File: src/rtl/enc_pkg.sv
// -----------------------------------------------------------------------------
// enc_pkg
// Shared constants and types for the pipelined 256-to-8 lowest-set-bit encoder.
//   IN_W   : total input width (power of two, multiple of GRP_W)
//   OUT_W  : index width, log2(IN_W)
//   GRP_W  : width of one stage-1 group (power of two)
//   N_GRP  : number of groups the input word is split into
//   GIDX_W : width of a group index
//   LIDX_W : width of a bit index inside one group
//   grp_res_t : per-group result {any, mul, lidx}
// -----------------------------------------------------------------------------
package enc_pkg;

  localparam int IN_W   = 256;
  localparam int OUT_W  = 8;
  localparam int GRP_W  = 16;
  localparam int N_GRP  = IN_W / GRP_W;
  localparam int GIDX_W = $clog2(N_GRP);
  localparam int LIDX_W = $clog2(GRP_W);

  typedef struct packed {
    logic              any;   // at least one bit set in the group
    logic              mul;   // two or more bits set in the group
    logic [LIDX_W-1:0] lidx;  // lowest set bit, 0 when the group is empty
  } grp_res_t;

endpackage

File: src/rtl/enc_pipe_if.sv
// -----------------------------------------------------------------------------
// enc_pipe_if
// Valid/ready bundle around the encoder.
//   in_valid/in_ready   : input handshake
//   in0/in1             : input word, bits [127:0] and [255:128]
//   out_valid/out_ready : output handshake
//   out0                : index of the lowest set bit
//   zero/multi          : no bit set / two or more bits set
// Modports: master drives the input side and consumes results,
//           slave is the encoder view.
// -----------------------------------------------------------------------------
interface enc_pipe_if;
  import enc_pkg::*;

  logic                in_valid;
  logic                in_ready;
  logic [IN_W/2-1:0]   in0;
  logic [IN_W/2-1:0]   in1;
  logic                out_valid;
  logic                out_ready;
  logic [OUT_W-1:0]    out0;
  logic                zero;
  logic                multi;

  modport master (
    output in_valid, in0, in1, out_ready,
    input  in_ready, out_valid, out0, zero, multi
  );

  modport slave (
    input  in_valid, in0, in1, out_ready,
    output in_ready, out_valid, out0, zero, multi
  );

endinterface

File: src/rtl/enc_grp.sv
// -----------------------------------------------------------------------------
// enc_grp
// Combinational GRP_W-to-LIDX_W priority encoder for one group.
//   i_bits : group input bits
//   o_res  : {any, mul, lidx}; lidx is the lowest set bit (0 when empty)
// -----------------------------------------------------------------------------
module enc_grp
  import enc_pkg::*;
(
  input  logic [GRP_W-1:0] i_bits,
  output grp_res_t         o_res
);

  logic [LIDX_W-1:0] w_lidx;

  // Scan from the top down so the lowest set bit is the last one written.
  always_comb begin
    w_lidx = '0;
    for (int i = GRP_W - 1; i >= 0; i--) begin
      if (i_bits[i]) w_lidx = LIDX_W'(i);
    end
  end

  assign o_res.any  = |i_bits;
  // x & (x-1) clears the lowest set bit; anything left means two or more.
  assign o_res.mul  = |(i_bits & (i_bits - GRP_W'(1)));
  assign o_res.lidx = w_lidx;

endmodule

File: src/rtl/enc_pipe.sv
// -----------------------------------------------------------------------------
// enc_pipe
// Two-stage pipelined 256-to-8 encoder returning the index of the lowest set
// bit, with flags for an all-zero word and for a word that is not one-hot.
//   clk   : clock, rising edge
//   rst_n : asynchronous active-low reset
//   bus   : enc_pipe_if.slave (input/output valid-ready handshake and data)
// Stage 1 registers per-group priority-encoder results; stage 2 picks the
// lowest non-empty group and registers out0/zero/multi. Both stages advance
// together whenever the output register is empty or being drained.
// -----------------------------------------------------------------------------
module enc_pipe
  import enc_pkg::*;
(
  input  logic      clk,
  input  logic      rst_n,
  enc_pipe_if.slave bus
);

  logic                    w_adv;
  logic [IN_W-1:0]         w_word;
  grp_res_t                w_res [N_GRP];

  logic                    r_vld_p1;
  logic [N_GRP-1:0]        r_any_p1;
  logic [N_GRP-1:0]        r_mul_p1;
  logic [LIDX_W-1:0]       r_lidx_p1 [N_GRP];

  logic [GIDX_W-1:0]       w_gsel;
  logic                    w_zero;
  logic                    w_multi;
  logic [OUT_W-1:0]        w_out0;

  logic                    r_vld_p2;
  logic [OUT_W-1:0]        r_out0_p2;
  logic                    r_zero_p2;
  logic                    r_multi_p2;

  // True when more than one group is non-empty.
  function automatic logic multi_grp(input logic [N_GRP-1:0] any);
    return |(any & (any - N_GRP'(1)));
  endfunction

  assign w_adv        = !r_vld_p2 || bus.out_ready;
  assign bus.in_ready = w_adv;
  assign w_word       = {bus.in1, bus.in0};

  for (genvar g = 0; g < N_GRP; g++) begin : g_grp
    enc_grp u_grp (
      .i_bits (w_word[g*GRP_W +: GRP_W]),
      .o_res  (w_res[g])
    );
  end

  // ---- stage 1: per-group encode ----
  always_ff @(posedge clk or negedge rst_n) begin
    if (!rst_n) begin
      r_vld_p1  <= 1'b0;
      r_any_p1  <= '0;
      r_mul_p1  <= '0;
      r_lidx_p1 <= '{default: '0};
    end else if (w_adv) begin
      r_vld_p1 <= bus.in_valid;
      for (int g = 0; g < N_GRP; g++) begin
        r_any_p1[g]  <= w_res[g].any;
        r_mul_p1[g]  <= w_res[g].mul;
        r_lidx_p1[g] <= w_res[g].lidx;
      end
    end
  end

  // Lowest non-empty group wins; defaults to group 0 when all are empty.
  always_comb begin
    w_gsel = '0;
    for (int g = N_GRP - 1; g >= 0; g--) begin
      if (r_any_p1[g]) w_gsel = GIDX_W'(g);
    end
  end

  assign w_zero  = ~|r_any_p1;
  assign w_multi = !w_zero && (r_mul_p1[w_gsel] || multi_grp(r_any_p1));
  assign w_out0  = w_zero ? '0 : {w_gsel, r_lidx_p1[w_gsel]};

  // ---- stage 2: group select and output register ----
  always_ff @(posedge clk or negedge rst_n) begin
    if (!rst_n) begin
      r_vld_p2   <= 1'b0;
      r_out0_p2  <= '0;
      r_zero_p2  <= 1'b0;
      r_multi_p2 <= 1'b0;
    end else if (w_adv) begin
      r_vld_p2   <= r_vld_p1;
      r_out0_p2  <= w_out0;
      r_zero_p2  <= w_zero;
      r_multi_p2 <= w_multi;
    end
  end

  assign bus.out_valid = r_vld_p2;
  assign bus.out0      = r_out0_p2;
  assign bus.zero      = r_zero_p2;
  assign bus.multi     = r_multi_p2;

endmodule
File: src/flat_wrapper.sv
// flat-port wrapper written by rule: the top's interface ports become plain ports
module enc_pipe_flat import enc_pkg::*;
  (clk, rst_n, bus_in_valid, bus_in0, bus_in1, bus_out_ready, bus_in_ready, bus_out_valid, bus_out0, bus_zero, bus_multi);
  enc_pipe_if bus_i ();
  input  logic clk;
  input  logic rst_n;
  input wire logic [$bits(bus_i.in_valid)-1:0] bus_in_valid;
  input wire logic [$bits(bus_i.in0)-1:0] bus_in0;
  input wire logic [$bits(bus_i.in1)-1:0] bus_in1;
  input wire logic [$bits(bus_i.out_ready)-1:0] bus_out_ready;
  output wire logic [$bits(bus_i.in_ready)-1:0] bus_in_ready;
  output wire logic [$bits(bus_i.out_valid)-1:0] bus_out_valid;
  output wire logic [$bits(bus_i.out0)-1:0] bus_out0;
  output wire logic [$bits(bus_i.zero)-1:0] bus_zero;
  output wire logic [$bits(bus_i.multi)-1:0] bus_multi;
  assign bus_i.in_valid = bus_in_valid;
  assign bus_i.in0 = bus_in0;
  assign bus_i.in1 = bus_in1;
  assign bus_i.out_ready = bus_out_ready;
  assign bus_in_ready = bus_i.in_ready;
  assign bus_out_valid = bus_i.out_valid;
  assign bus_out0 = bus_i.out0;
  assign bus_zero = bus_i.zero;
  assign bus_multi = bus_i.multi;
  enc_pipe u_core (.clk(clk), .rst_n(rst_n), .bus(bus_i));
endmodule
File: config.mk
export PLATFORM = sky130hd
export DESIGN_NAME = enc_pipe_flat
export DESIGN_NICKNAME = d
export VERILOG_FILES = /design/src/rtl/enc_pkg.sv /design/src/rtl/enc_pipe_if.sv /design/src/rtl/enc_grp.sv /design/src/rtl/enc_pipe.sv /design/src/flat_wrapper.sv
export SDC_FILE = /design/constraint.sdc
export NUM_CORES = 1
export LEC_CHECK = 0
export CAP_MARGIN = 20
export CELL_PAD_IN_SITES_DETAIL_PLACEMENT = 0
export CELL_PAD_IN_SITES_GLOBAL_PLACEMENT = 1
export CORE_AREA = 5 5 164 166
export DETAILED_ROUTE_END_ITERATION = 10
export DIE_AREA = 0 0 169 171
export PLACE_DENSITY = 0.84
export SLEW_MARGIN = 25
export SYNTH_ARGS = -nofsm -noshare
export SYNTH_HDL_FRONTEND = slang
export SYNTH_SLANG_ARGS = --single-unit
File: constraint.sdc
create_clock -name clk -period 5.2 [get_ports clk]
set_input_delay 0.78 -clock clk [delete_from_list [all_inputs] [get_ports clk]]
set_output_delay 0.78 -clock clk [all_outputs]
set_load 0.05 [all_outputs]
==> reports/summary.md <==
- 5440 ps — WP data required
- 0 — Post-synth EDFFs
- 10200 — total number of vias
- 4.39% — global-route track usage on met3
- 2526 — fillcell total
- 0 — Synth Warn #
- 628 — count of routing violations after the opening detailed-route iteration
- 0.833 — final weighted congestion in routability-driven placement
- 0 — number of inserted diodes
- 80 ps — CTS clock-pin slew for the worst setup and hold paths
- 1450 ps — Placement Setup Slack
- 9627 — vias in the first global route
- 3.41% — share of post-route cells with drive strength above 1
- 3640 ps — worst path arrival time
- 3 — htree depth
- 59 — Row Count
- 1208 — Syn Inst Count
- 272 — I/O pin count
- 0 — initial antenna violation count
- 49.3% — utilization after layout
- 26.9% — fraction of met1 tracks used by global routing
- 271 — Port Buffer Count
- reg2reg — Hold Crit Class
- 179 nW/µm² — Power per Cell Area
- 0 — Max Transition Viols Final
- 5 — Worst Path Max Fanout
- 61 — number of distinct library cell variants in the gate-level netlist after synthesis
- dfrtp_1 — Post-synth top flop
- input port — sort of element at the start of the critical path
- 36.1% — Initial Utilization
- 23500 µm — HPWL after detailed placement
- flip-flop — capturing element type of the critical path
- 5.68 — drt via density
- complete, no violations — result of the run
- 0 — number of gates given a new drive strength after cts
- clkbuf_16 — CTS Root Cell
- 171 µm — die extent in y
- 9 — number of CTS-inserted buffers
- 33.1% — worst rel slew slack
- 19.8% — global routing usage summed across all routing layers
- 1801 — filler-free cell count of the finished design
- 0 ps — Post-Route Setup TNS
- 2 — Clock Tree Buf Depth
- 47900 µm — first-pass GRT wire length
- 4.36 nW — leakage power
- false — setup repair after global routing missed its margin
- 0 — max-cap check violation count
- built — TritonCTS clock tree
- 0 — remaining global-route overflow
- 7.62 µm² — average footprint of a synthesized cell
- 467 ps — Hold Worst Slack
- 1468 — number of nets produced by synthesis
- 29.4% — share of the yosys chip area belonging to registers
- 65.3% — crit share post-route
- 113 µV — worst ir drop on vdd
- 100% — share of synthesized flip-flops with an asynchronous set or reset
- met2 — busiest grt layer
- 2700 µm² — sequential cell area in the final layout
- 2.25 mW — PnR Total Power
- 994 ps — actual slew at the worst max-slew pin
- 16.6 µm — detailed-route wire length per cell
- 36.5% — layout overhead on the synthesized area
- 12300 µm² — Placed Area
- 0 — total count of hold-check failures in the final report
- 0 — drc violations
- 6150 µm² — combined area of the multi-input logic cells
- 1800 ps — post-route setup slack
- 12600 µm² — area of all placed cells without fillers
- 29900 µm — Total Wirelength
- 9200 µm² — cell area after technology mapping
- 28900 µm² — Die Footprint
- in2reg — type of the worst setup path
- 9.50 ps — Clock Skews
- 108 — number of clock sinks
- 0 — Post-DRT Antenna Nets
- 295 MHz — max frequency
- 167 — maximum number of pins on one net before global-route repair
- 0 — quantity of hold-fixing buffers added after cts
- 3400 ps — Final Critical Period
- 1785 — Placed Cells
- 0 — setup-violating endpoint count in the final report
- 25500 µm² — Core ar.
- 360 ps — clock latency at the later pin of the worst-skew pair
- 169 µm — die width
- 7 — number of optimization iterations in the first detailed-route pass
- 0 — post-CTS setup buffer count
- 108 — flip-flop and latch count after synthesis
- 33.5% — routing usage on met2
- 1721 — number of nets in the final layout
[layer usage]
layer / vias up / routed length [µm] / share of wire (%)
met5: - / 0 / 0
met1: 4783 / 13700 / 46
met2: 259 / 14300 / 48
met4: 0 / 233 / 0.78
li1: 5175 / - / -
met3: 14 / 1720 / 5.7
[synthesized netlist by cell type (all sizes together), types with 9 or more instances]
cell type,n,area share (%)
a21o,9,0.73
a31oi,12,0.82
o32a,9,0.98
inv,61,2.5
nand3,17,0.92
maj3,38,4.1
o21a,12,0.98
o22ai,20,1.4
o21bai,31,2.5
buf,11,0.46
clkbuf,24,0.98
o21ai,64,3.5
nor3b,17,1.4
mux2i,43,4.7
nand2b,16,1.2
or2,13,0.88
nor3,77,4.2
or4,10,0.90
dfrtp,108,29
nor2,137,5.6
o41ai,38,3.6
or3,37,2.6
a211oi,23,1.9
nor4,30,2.0
o211ai,9,0.73
nand2,118,4.8
o31ai,25,2.0
a21oi,104,5.7
[layout by cell type (no fill, tap or decap), types with 36 or more instances in the layout]
master and count:
clkdlybuf4s50_1 270, nor2_1 137, nand2_1 118, dfrtp_1 108, a21oi_1 104, nor3_1 77
o21ai_0 62, inv_1 60, mux2i_1 43, o41ai_1 38, maj3_1 37, or3_1 36
[cell families after synthesis]
family	share of synthesized area [%]
multiplexers	4.80
adder cells (fa/ha/maj)	4.15
buffers and inverters	3.93
flip-flops	29.4
AND/OR/NAND/NOR	25.9
AO/OA/AOI/OAI	31.9
[flip-flops by register name (all words and copies together) (netlist names)]
signal	cells
u_core.r_mul_p1	16
u_core.r_vld_p1	1
u_core.r_any_p1	16
u_core.bus.multi	1
u_core.r_lidx_p1	64
u_core.bus.zero	1
u_core.bus.out_valid	1
u_core.bus.out0	8
[report_power, final]
part           internal, mW  switching [mW]  leakage [nW]
sequential            0.881          0.0262          1.29
combinational         0.319           0.346          2.93
clock                 0.343           0.332         0.144
[critical path: stages]
cell and delay (ps):
clkdlybuf4s50_1 480, or4_4 590, nand2b_4 160, or4_4 430, or3_4 360, maj3_2 310, o21ai_1 120, a21oi_1 80
o32a_1 330
[area by class of cell]
cell class	instances	share of cell area, %
clock buffer	10	1.90
clock inverter	6	0.359
inverter	61	1.82
multi-input combinational	1004	49.0
sequential	108	21.5
tap	335	3.34
timing repair buffer	277	22.0
[worst paths after layout]
path	from	end	slack, ps	cells after the start
hold reg to reg	u_core.r_vld_p1	u_core.r_vld_p1	470	2
hold / removal	u_core.r_vld_p1	u_core.r_vld_p1	470	2
setup / recovery	bus_in0[16]	u_core.r_mul_p1[1]	1800	9
setup reg to reg	u_core.r_any_p1[0]	u_core.bus.out0[0]	1970	9
max in group asynchronous	rst_n	u_core.r_lidx_p1[28]	3570	2
min in group asynchronous	rst_n	u_core.r_lidx_p1[20]	510	1
(Power assumes the default switching activity.)
